**config.mk**
```make
export PLATFORM = sky130hd
export DESIGN_NAME = hilo_mac_sequencer
export DESIGN_NICKNAME = d
export VERILOG_FILES = /design/src/rtl/hilo_mac_sequencer.sv
export SDC_FILE = /design/constraint.sdc
export NUM_CORES = 1
export LEC_CHECK = 0
export BUFFER_PORTS_ARGS = -buffer_cell sky130_fd_sc_hd__buf_2
export CORE_MARGIN = 10
export CORE_UTILIZATION = 65
export DETAILED_ROUTE_END_ITERATION = 6
export PLACE_DENSITY_LB_ADDON = 0.15
export SETUP_SLACK_MARGIN = 0.02
export SLEW_MARGIN = 20
export SYNTH_ARGS = -nofsm -noshare
export SYNTH_HDL_FRONTEND = slang
export SYNTH_SLANG_ARGS = --single-unit
```
**constraint.sdc**
```tcl
create_clock -name clk -period 6.6 [get_ports clk]
set_input_delay 0.99 -clock clk [delete_from_list [all_inputs] [get_ports clk]]
set_output_delay 0.99 -clock clk [all_outputs]
set_load 0.02 [all_outputs]
```
**src/rtl/hilo_mac_sequencer.sv**
```systemverilog
// HI/LO owner for MiniMIPS: radix-2 shift-add mul/multu/madd/maddu plus mthi/mtlo.
// Define HILO_SIGNED_EN to enable signed madd (6) and mul (39); otherwise they raise err.
module hilo_mac_sequencer #(
    parameter int unsigned XLEN = 32
) (
    input  logic            clk,
    input  logic            rst_n,
    input  logic            req_valid,
    output logic            req_ready,
    input  logic [5:0]      req_op,
    input  logic [XLEN-1:0] req_a,
    input  logic [XLEN-1:0] req_b,
    output logic            busy,
    output logic            done,
    output logic            err,
    output logic [XLEN-1:0] hi,
    output logic [XLEN-1:0] lo
);
    localparam int unsigned CntW = $clog2(XLEN);
    localparam logic [CntW-1:0] CntLast = CntW'(XLEN - 1);

    localparam logic [5:0] OpMadd  = 6'd6;
    localparam logic [5:0] OpMaddu = 6'd7;
    localparam logic [5:0] OpMul   = 6'd39;
    localparam logic [5:0] OpMultu = 6'd40;
    localparam logic [5:0] OpMthi  = 6'd41;
    localparam logic [5:0] OpMtlo  = 6'd42;

    typedef enum logic [1:0] {StIdle, StMul, StFix, StWb} state_e;

    state_e              state_q, state_d;
    logic [5:0]          op_q, op_d;
    logic [2*XLEN-1:0]   mcand_q, mcand_d;
    logic [XLEN-1:0]     mplier_q, mplier_d;
    logic [2*XLEN-1:0]   acc_q, acc_d;
    logic [CntW-1:0]     cnt_q, cnt_d;
    logic [XLEN-1:0]     hi_q, hi_d;
    logic [XLEN-1:0]     lo_q, lo_d;
    logic                done_q, done_d;
    logic                err_q, err_d;

    logic [XLEN-1:0]     a_mag, b_mag;
    logic                mul_legal;

`ifdef HILO_SIGNED_EN
    logic sign_q, sign_d;
    logic op_signed;

    assign op_signed = (req_op == OpMadd) || (req_op == OpMul);
    // Unsigned XLEN-bit magnitude, so the most negative operand maps to 2^(XLEN-1) exactly.
    assign a_mag = (op_signed && req_a[XLEN-1]) ? (~req_a + XLEN'(1)) : req_a;
    assign b_mag = (op_signed && req_b[XLEN-1]) ? (~req_b + XLEN'(1)) : req_b;
    assign mul_legal = op_signed || (req_op == OpMaddu) || (req_op == OpMultu);
`else
    assign a_mag = req_a;
    assign b_mag = req_b;
    assign mul_legal = (req_op == OpMaddu) || (req_op == OpMultu);
`endif

    always_comb begin
        state_d  = state_q;
        op_d     = op_q;
        mcand_d  = mcand_q;
        mplier_d = mplier_q;
        acc_d    = acc_q;
        cnt_d    = cnt_q;
        hi_d     = hi_q;
        lo_d     = lo_q;
        done_d   = 1'b0;
        err_d    = 1'b0;
`ifdef HILO_SIGNED_EN
        sign_d   = sign_q;
`endif
        unique case (state_q)
            StIdle: begin
                if (req_valid) begin
                    if (req_op == OpMthi) begin
                        hi_d   = req_a;
                        done_d = 1'b1;
                    end else if (req_op == OpMtlo) begin
                        lo_d   = req_a;
                        done_d = 1'b1;
                    end else if (mul_legal) begin
                        state_d  = StMul;
                        op_d     = req_op;
                        mcand_d  = {{XLEN{1'b0}}, a_mag};
                        mplier_d = b_mag;
                        acc_d    = '0;
                        cnt_d    = '0;
`ifdef HILO_SIGNED_EN
                        sign_d   = op_signed && (req_a[XLEN-1] ^ req_b[XLEN-1]);
`endif
                    end else begin
                        err_d = 1'b1;
                    end
                end
            end
            StMul: begin
                // mcand_q is kept pre-shifted by the bit count.
                if (mplier_q[0]) acc_d = acc_q + mcand_q;
                mcand_d  = mcand_q << 1;
                mplier_d = mplier_q >> 1;
                cnt_d    = cnt_q + CntW'(1);
                if (cnt_q == CntLast) state_d = StFix;
            end
            StFix: begin
`ifdef HILO_SIGNED_EN
                if (sign_q) acc_d = ~acc_q + {{(2*XLEN-1){1'b0}}, 1'b1};
`endif
                state_d = StWb;
            end
            StWb: begin
                if ((op_q == OpMadd) || (op_q == OpMaddu)) begin
                    {hi_d, lo_d} = {hi_q, lo_q} + acc_q;
                end else begin
                    {hi_d, lo_d} = acc_q;
                end
                done_d  = 1'b1;
                state_d = StIdle;
            end
            default: state_d = StIdle;
        endcase
    end

    always_ff @(posedge clk or negedge rst_n) begin
        if (!rst_n) begin
            state_q  <= StIdle;
            op_q     <= '0;
            mcand_q  <= '0;
            mplier_q <= '0;
            acc_q    <= '0;
            cnt_q    <= '0;
            hi_q     <= '0;
            lo_q     <= '0;
            done_q   <= 1'b0;
            err_q    <= 1'b0;
`ifdef HILO_SIGNED_EN
            sign_q   <= 1'b0;
`endif
        end else begin
            state_q  <= state_d;
            op_q     <= op_d;
            mcand_q  <= mcand_d;
            mplier_q <= mplier_d;
            acc_q    <= acc_d;
            cnt_q    <= cnt_d;
            hi_q     <= hi_d;
            lo_q     <= lo_d;
            done_q   <= done_d;
            err_q    <= err_d;
`ifdef HILO_SIGNED_EN
            sign_q   <= sign_d;
`endif
        end
    end

    assign req_ready = (state_q == StIdle);
    assign busy      = (state_q != StIdle);
    assign done      = done_q;
    assign err       = err_q;
    assign hi        = hi_q;
    assign lo        = lo_q;
endmodule

```
### After elaboration in Yosys (flattened, before gate mapping)

Index checks and enable logic that the tools add are counted.

* equal/unequal tests: 18
* reduce and logical (&&, ||, !) cells: 12
* muxes and demuxes: 45
* bitwise logic cells: 2
* $add $sub $neg: 3

Operators with widths (count)
* two-way mux 64 bit: 9
* two-way mux 32 bit: 11
* case mux 64 bit (2 select lines): 2
* case mux 32 bit (2 select lines): 3
* adder 64 bit: 2
* two-way mux 5 bit: 4
* equality test 6 x 3 -> 1 bit, second input constant: 3
* equality test 6 bit, second input constant: 3
* AND reduction 5 bit: 3
* two-way mux 2 bit: 5
* != test 2 bit, second input constant: 5
* case mux 5 bit (2 select lines): 1
* two-way mux 1 bit: 8
* case mux 2 bit (4 select lines): 1
* != test 2 x 1 -> 1 bit, second input constant: 3
* AND reduction 6 bit: 1
* nonzero test 2 bit: 3
* adder 5 x 1 -> 5 bit, second input constant: 1
* equality test 5 bit, second input constant: 1
* equality test 2 bit, second input constant: 2
* AND reduction 4 bit: 1
* AND reduction 3 bit: 1
* equality test 2 x 1 -> 1 bit, second input constant: 1
* zero test 2 bit: 1
* other kinds (3): 5

* word-level logic and storage cells: 90
* bits of input ports: 73
* output and inout port bits: 68
* flip-flop bits (word level): 239

### Logic depth before layout (Yosys ltp)

Gate-level depths: netlist of the first run.

* word-level depth: 7
* mapped depth: 13
* depth with buffers taken out: 13

### Worst setup path before layout of the first run

OpenSTA, ideal clock, no wires.

* path type: register to register
* from: register lo_q[0] (netlist: lo[0])
* to: register lo_q[28] (netlist: lo[28])
* stages on the path, launching flop included: 13
* data arrival time: 2.891 ns
* path buffers: 0
* slack: 3.613 ns
* setup time: 0.095 ns
* period minus slack after synthesis: 2.987 ns
* required time: 6.505 ns
* path through: dfrtp_1 > ha_1 > fa_1 > a211oi_1 > o21ai_2 > nand2_2 > o211ai_4 > a21oi_2 > o21ai_1 > o21a_1 > o21a_1 > o311a_1 > o31ai_1

* longest elaborated chain between the ends: 3

RTL lines
* start: declaration: line 38 `logic [XLEN-1:0] lo_q, lo_d;`
* start signal: assignment: line 148 `lo_q <= lo_d;`
* adder 64 bit: line 114 `{hi_d, lo_d} = {hi_q, lo_q} + acc_q;`
* two-way mux 32 bit: line 113 `if ((op_q == OpMadd) || (op_q == OpMaddu)) begin`
* case mux 32 bit (2 select lines): line 74 `unique case (state_q)`

Every way passes these cells.
A chain may end at the register's enable or synchronous reset.

### Worst setup path after layout of the first run

* from: register acc_q[0]
* to: register acc_q[60]

* longest elaborated chain between the ends: 3

RTL lines
* start: declaration: line 35 `logic [2*XLEN-1:0] acc_q, acc_d;`
* start signal: assignment: line 131 `acc_q <= '0;`
* start signal: assignment: line 145 `acc_q <= acc_d;`
* adder 64 bit: line 100 `if (mplier_q[0]) acc_d = acc_q + mcand_q;`
* two-way mux 64 bit: line 100
* case mux 64 bit (2 select lines): line 74

Every way passes these cells. The select of a mux whose other input is x is not followed.

==> metrics list, run 1 <==
- The finished layout holds around 2,700 standard cells, fillers aside.
* Max-cap violations: 0
- Multiplexer area fraction after synthesis: 4.03%
- The final hold violation count came to 0.
- The max-slew violation count is 0.
- Setup repair after global routing left no endpoint under its margin.
* Gp weighted congestion: 1.02
* Leakage power: between 9 and 10 nW
- Among all flip-flop cells after synthesis, the most frequent one is sky130_fd_sc_hd__dfrtp_1.
* Achievable clock frequency: between 0.2 and 0.3 GHz
- Number of buffers on the longest clock path: 3
- The routed design uses 7.96 mm of met3 wire.
* Most common library cells after synthesis: 369 x sky130_fd_sc_hd__nand2_1, 277 x sky130_fd_sc_hd__o21ai_0, 238 x sky130_fd_sc_hd__dfrtp_1
* Port Buffer Count: 140
- Of all cell types, the one taking the most synthesized area is sky130_fd_sc_hd__dfrtp_1.
* Wl on met1: ~25 mm
- Wire length per cell after detailed routing: roughly 23 um
- The initial antenna violation count is 3.
- Tightest Pin Transition: between 0.9 and 1 ns
- 1st-pass router iterations: 7
* CP startpoint kind: flop
* Top fanout value on the critical path: 4
* Yosys top cell area share: about a third
* Cells after synthesis: 2,220
* Compound-cell area share of the yosys netlist: 28.0%
* Area Overhead vs Synth: 9.88%
- At the worst endpoint, the required time is approximately 7.1 ns.
- In the detailed route, the total length drawn on met2 is 26.1 mm.
- The via count of the first global-routing pass came to 16,959.
- Counting the buffers created by CTS gives 28.
- Endpoint class of the critical path: flop
- Clock input transition at the sequential cells of the worst setup and hold paths: around 0.07 ns
- Adding up every negative setup slack in the final design gives 0 ns.
- Among all cell types in the netlist, the one instantiated most often is sky130_fd_sc_hd__nand2_1.
- In this run the number of H-tree levels came out at 1.
* First-pass GRT wire length: 96.0 mm
* Final min period: 3.61 ns
* Routed vias/inst: 6.69
- Clock skew: 0.0192 ns
- Entering global routing, the biggest net connects between 150 and 200 pins.
- The checks that failed: DRC.
* Share of the synthesized netlist area taken by xor and xnor gates: 5.25%
- Max-Slew Margin vs Limit: 36.7%
- Averaged over all synthesized cells, the footprint is 8.18 um2.
* # DRC: 11
- For this run the aggregate overflow at the end of global routing stands at 0.
* Iter 0 DRT Violations: ~2,000
* Area inside the core boundary: between 20,000 and 30,000 um2
- The worst-case IR drop observed on VDD is 0.000293 V.
- Power density over cell area: 427 nW/um2
* Vias: 17,867
- Final setup violation count: 0
- Tightest Hold Check Type: in2async
- For this block, the routed nets add up to between 60 and 70 mm of wire.
- TritonCTS built the clock tree.
* Data arrival time of the critical path: 4.08 ns
- For this design the top-level I/O count stands at 141.
- Summing every instance area after synthesis gives approximately 18,000 um2.
* Standard-cell row count: 61
- The final layout contains 2,475 nets.
- Summing the areas of all and, or, nand and nor instances in the mapped netlist gives 16.8% of the synthesized area.
- Once detail routing completed, the nets flagged for antenna violations numbered 0.
- Overall Global Routing Usage: 34.0%
* Latest clock arrival within the worst-skew pair: 0.58 ns
- Of all flip-flops after synthesis, the portion carrying an async set or reset was 100%.
- Post-synth EDFFs: 0
- Kind of critical path: reg2reg
* Adder and majority cell fraction of the synthesized area: 9.31%
* Ratio of cells with drive above 1 in the final layout: 11.3%
- The floorplan step defined a die boundary enclosing 35,000 um2.
* Initial core utilization: 65.6%
* Number of fillers in the final layout: 2,151
- By area, the combinational part of the netlist is dominated by compound AO/OA/AOI/OAI gates.
- The netlist uses 87 different library cells.
- Number of synthesized register bits: 238
- Counting every net in the synthesized netlist gives 2,427.
- Die Width: 187 um
- Total setup buffers inserted after CTS: 0
* DP Wirelength: about 46 mm
* Highest layer used for signal routing: met5
- Number of warnings printed during yosys synthesis: 0
- In this run, post-CTS repair resized a total of 0 instances.
- Sequential share of the synthesized area: 32.8%
- Ranked by total cell area, the synthesized netlist is headed by sky130_fd_sc_hd__dfrtp_1 33%, sky130_fd_sc_hd__ha_1 9.1%, sky130_fd_sc_hd__o21ai_0 7.6%.
* Post-placement cell count: 2,616
- Outcome: complete, but fails checks
- R2R Setup Slk: 2.99 ns
- Die height: 187 um
* Hold Buf Count CTS: 0
- The final critical path takes up 54.8% of the cycle.
- For this design, the sink count on the clock tree is 238.
* Cell at the root of the clock tree: sky130_fd_sc_hd__clkbuf_16
## layer usage
| layer | vias to the layer above | track usage (%) |
|---|---|---|
| li1 | 8194 | - |
| met1 | 8465 | 46.7 |
| met2 | 1031 | 49.5 |
| met3 | 169 | 10.3 |
| met4 | 8 | 12.1 |
| met5 | - | 0 |
## area by class of cell
type                    instances  area [um2]  share of cell area [%]
clock buffers                  36         781                    3.91
well taps                     378         473                    2.37
clock inverters                16         191                   0.959
multi-input cells            1804       11600                    58.0
flip-flops and latches        238        5960                    29.8
inverters                      46         173                   0.865
repair buffers                150         798                    4.00
diodes                          4        10.0                  0.0501
## worst max-delay path: stages (launching register included)
cell,delay [ns]
sky130_fd_sc_hd__dfrtp_1,0.42
sky130_fd_sc_hd__ha_1,0.26
sky130_fd_sc_hd__inv_1,0.08
sky130_fd_sc_hd__fa_1,0.38
sky130_fd_sc_hd__nand2b_1,0.21
sky130_fd_sc_hd__a21oi_1,0.30
sky130_fd_sc_hd__o31ai_2,0.18
sky130_fd_sc_hd__a21boi_4,0.21
sky130_fd_sc_hd__a41oi_2,0.23
sky130_fd_sc_hd__nand4b_4,0.29
sky130_fd_sc_hd__a211oi_2,0.34
sky130_fd_sc_hd__o21ai_1,0.17
sky130_fd_sc_hd__a21o_1,0.20
sky130_fd_sc_hd__a32o_1,0.25
## cells by family (layout without fill, tap and decap cells)
group,after synthesis,count (layout)
AOI/OAI and AO/OA,803,803
xor gates and xnor gates,109,109
adders and majority gates,134,134
buffers and inverters,178,248
DFF,238,238
muxes,73,73
other,0,4
and+or+nand+nor,685,685
## layout by cell type (no fill, tap or decap), types with 42 or more instances in the layout
cell type / n
sky130_fd_sc_hd__xor2_1: 43
sky130_fd_sc_hd__nand2_1: 369
sky130_fd_sc_hd__o21ai_0: 277
sky130_fd_sc_hd__buf_2: 139
sky130_fd_sc_hd__dfrtp_1: 238
sky130_fd_sc_hd__ha_1: 130
sky130_fd_sc_hd__xnor2_1: 66
sky130_fd_sc_hd__nand4_1: 42
sky130_fd_sc_hd__mux2i_1: 72
sky130_fd_sc_hd__a21oi_1: 188
sky130_fd_sc_hd__inv_1: 46
sky130_fd_sc_hd__a21o_1: 62
sky130_fd_sc_hd__nor2_1: 124
## registers in the layout, indices dropped and copies added, names as in the netlist
signal    count
done          1
hi           32
op_q          5
err           1
acc_q        64
state_q       2
cnt_q         5
mcand_q      64
mplier_q     32
lo           32
## worst paths after layout
path	from	to	cells after the start
worst min-delay path	rst_n	err$_DFF_PN0_	1
max in group asynchronous	rst_n	mcand_q[14]$_DFFE_PN0P_	2
worst max-delay path	acc_q[0]$_DFFE_PN0P_	acc_q[60]$_DFFE_PN0P_	13
min in group clk	mplier_q[2]$_DFFE_PN0P_	mplier_q[2]$_DFFE_PN0P_	2
worst max register to register	acc_q[0]$_DFFE_PN0P_	acc_q[60]$_DFFE_PN0P_	13
worst min register to register	mplier_q[2]$_DFFE_PN0P_	mplier_q[2]$_DFFE_PN0P_	2
## through the flow
step	total power [mW]	hold WS [ns]	utilization, %	cell area [um2]	setup WS [ns]
floorplan	5.51	0.450	-	18200	3.61
global placement	6.58	0.461	68.5	19000	2.41
detailed placement	6.75	0.471	68.5	19000	2.26
CTS	8.41	0.417	72.0	19900	2.65
global route	9.05	0.457	72.0	20000	2.79
finish	8.53	0.414	72.1	20000	2.99
## where the power goes
part	switching [mW]	internal (mW)
Sequential	0.545	1.92
Clock	0.675	0.957
Combinational	2.91	1.52
Total	4.13	4.40
Note: power is estimated with default switching activity, not from simulation.
==> run 2, diff against run 1 <==
Settings changed: CORE_UTILIZATION 65 to 56.
Clock period 6.6 ns to 3.1 ns, I/O delays scaled along.
==> metrics list, run 2 (synthesis results as in run 1) <==
- Outcome: finished, final reports clean
* Gp weighted congestion: 1.03 (+0.40%)
* Wire length per cell after detailed routing: 22.8 um (-1.4%)
- DP Wirelength: 49.7 mm (+7.8%)
- Period utilisation layout: 99.7% (+45 points)
* Iter 0 DRT Violations: 1,756 (-12%)
- The TritonCTS sink count came to 238 (unchanged).
- Achievable clock frequency: 0.324 GHz (+17%)
* Cell at the root of the clock tree: sky130_fd_sc_hd__clkbuf_16
- Clock H-tree levels: 1 (unchanged)
* Sequential cell area: 5960 um2 (about the same)
- Die height: 200 um (+6.9%)
- Area of combinational cells with multiple inputs: 12,400 um2 (+6.7%)
- The delay of the slowest cell on the worst path is 0.46 ns (+0.04 ns).
* Standard-cell row count: 65 (+6.6%)
- The initial antenna violation count is 2 (-1).
* TritonCTS Buffers: 29 (+3.6%)
* Antenna fix cells: 0 (-4)
- Overall Global Routing Usage: 31.1% (-2.9 points)
* # DRC: 0 (-11)
- The count of buffers inserted at the top-level ports was 140 (unchanged).
- TritonCTS clock tree: yes
- The final instance area is 22,200 um2 (+11%).
- 1st-pass router iterations: 6 (-1)
* Most used cells in the layout excluding fill and tap cells: 368 x sky130_fd_sc_hd__nand2_1, 260 x sky130_fd_sc_hd__o21ai_0, 234 x sky130_fd_sc_hd__dfrtp_1
- Top fanout value on the critical path: 5 (+1)
* Worst setup slack before clock tree synthesis: -0.226 ns (-2.48 ns)
* Worst endpoint required time: 3.55 ns (-3.51 ns)
* Cell type of the slowest stage on the worst timing path: sky130_fd_sc_hd__dfrtp_1
- Via count of the first global-routing pass: 17,430 (+2.8%)
* Remaining Overflow, GRT: 0 (unchanged)
* Placement-stage cell area: 20,200 um2 (+6.5%)
- DRT Wirelength: 66.2 mm (+7.0%)
- Final Max Tran Viols: 0 (unchanged)
* Final setup violation count: 0 (unchanged)
- The critical path goes through ha_4, a211oi_1, o21ai_1, a221oi_2, buf_4, nor4_2, o21ai_2, nand2_2, a21oi_4, mux2i_2, a21oi_1, o31a_1.
* Leading cell type in the layout, fill and taps excluded: sky130_fd_sc_hd__nand2_1
- The residual antenna-violating net count after detailed routing is 0 (unchanged).
- Kind of critical path: reg2reg
- Setup repair after global routing could not meet its margin everywhere.
* R2R Setup Slk: 0.009 ns (-2.98 ns)
- STA classifies the critical path endpoint as a flop.
- Tightest Hold Check Type: in2reg
* Data arrival time of the critical path: 3.54 ns (-0.54 ns)
- Latest clock arrival within the worst-skew pair: 0.59 ns (about the same)
- The setup total negative slack was 0 ns (unchanged).
* Hold Fails Final Rpt: 0 (unchanged)
* Overall die area: 40,000 um2 (+14%)
* Clock input transition at the sequential cells of the worst setup and hold paths: 0.06 ns (about the same)
- Power density over cell area: 906 nW/um2 (+110%)
- The ratio of cells with drive above 1 in the final layout is 22.0% (+11 points).
- The worst max-slew margin expressed relative to the limit was 39.5% (+2.8 points).
- The clock period minus worst slack was 3.09 ns (-0.523 ns).
- Max-cap violations: 0 (unchanged)
* Tightest Pin Transition: 0.908 ns (-0.0422 ns)
* Number of fillers in the final layout: 2,556 (+19%)
- Post-layout nets: 2,653 (+7.2%)
- The number of I/O pins was 141 (unchanged).
- The x dimension of the die was 200 um (+6.9%).
- Pin count of the biggest net entering global routing: 101 (-39%)
- Routed vias/inst: 6.32 (-5.4%)
* Clock skew: 0.0312 ns (+0.0120 ns)
- Number of buffers on the longest clock path: 3 (unchanged)
- First-pass GRT wire length: 101 mm (+5.0%)
- The count of vias placed by the detailed router is 18,345 (+2.7%).
- Area inside the core boundary: 31,800 um2 (+15%)
* CP startpoint kind: flop
- Largest registers: acc_q: 64 flops, mcand_q: 64 flops
- Area Overhead vs Synth: 22.3%
* Initial core utilization: 57.1% (-8.4 points)
- Worst Slack Setup Final: 0.00900 ns (-2.98 ns)
- The leakage power total was 9.95 nW (+10%).
- Max IR drop VDD: 0.000559 V (+91%)
==> run 2: per-layer routing <==
layer,wire length [um],vias up,track usage [%]
li1,-,8525,-
met1,27500,8814,41.6
met2,30400,848,49.5
met3,5590,156,5.42
met4,2660,2,11.3
met5,18,-,0
==> run 2: worst paths after layout <==
check                                        start                  endpoint  cells after the start
max in group asynchronous                    rst_n   mcand_q[54]$_DFFE_PN0P_                      3
hold reg to reg            mplier_q[4]$_DFFE_PN0P_   mplier_q[4]$_DFFE_PN0P_                      2
hold / removal                           req_b[31]  mplier_q[31]$_DFFE_PN0P_                      3
setup / recovery              acc_q[6]$_DFFE_PN0P_     acc_q[63]$_DFFE_PN0P_                     12
min in group asynchronous                    rst_n  mplier_q[18]$_DFFE_PN0P_                      2
setup reg to reg              acc_q[6]$_DFFE_PN0P_     acc_q[63]$_DFFE_PN0P_                     12
==> run 2: power by group <==
part	total (mW)	switching [mW]	internal (mW)
logic	11.4	6.94	4.49
registers	5.15	1.05	4.09
clock network	3.55	1.44	2.11
total	20.1	9.43	10.7
==> run 2: critical path, delay by kind of cell (launching register included) <==
family                   cells  cell delay [ns]
AO/OA/AOI/OAI                7             1.57
adder cells (fa/ha/maj)      1             0.28
buffers and inverters        1             0.17
flip-flops                   1             0.46
multiplexers                 1             0.26
AND/OR/NAND/NOR              2             0.21
==> run 2: repair_timing <==
action | CTS | global route
setup buffers | 3 | 24
endpoints found under the setup margin | 38 | 62
endpoints found under the hold margin | 58 | 0
pin swaps | 11 | 64
gates cloned | 0 | 0
hold buffers | 1 | 0
resized for setup | 28 | 141
==> run 2: layout make-up <==
class / count / share of cell area, %
Multi-Input combinational cell: 1804 / 55.6
Timing Repair Buffer: 327 / 9.95
Clock inverter: 14 / 0.817
Tap cell: 435 / 2.45
Inverter: 46 / 0.777
Clock buffer: 37 / 3.54
Sequential cell: 238 / 26.8
==> run 2: stage by stage <==
| step | hold WS, ns | util [%] | cells | power [mW] |
|---|---|---|---|---|
| floorplan | 0.169 | - | 2220 | 11.7 |
| global placement | 0.433 | 63.6 | 2822 | 15.2 |
| detailed placement | 0.435 | 63.6 | 2822 | 15.5 |
| CTS | 0.114 | 67.2 | 2877 | 19.2 |
| global route | 0.171 | 69.9 | 2901 | 21.4 |
| finish | 0.120 | 69.9 | 2901 | 20.1 |
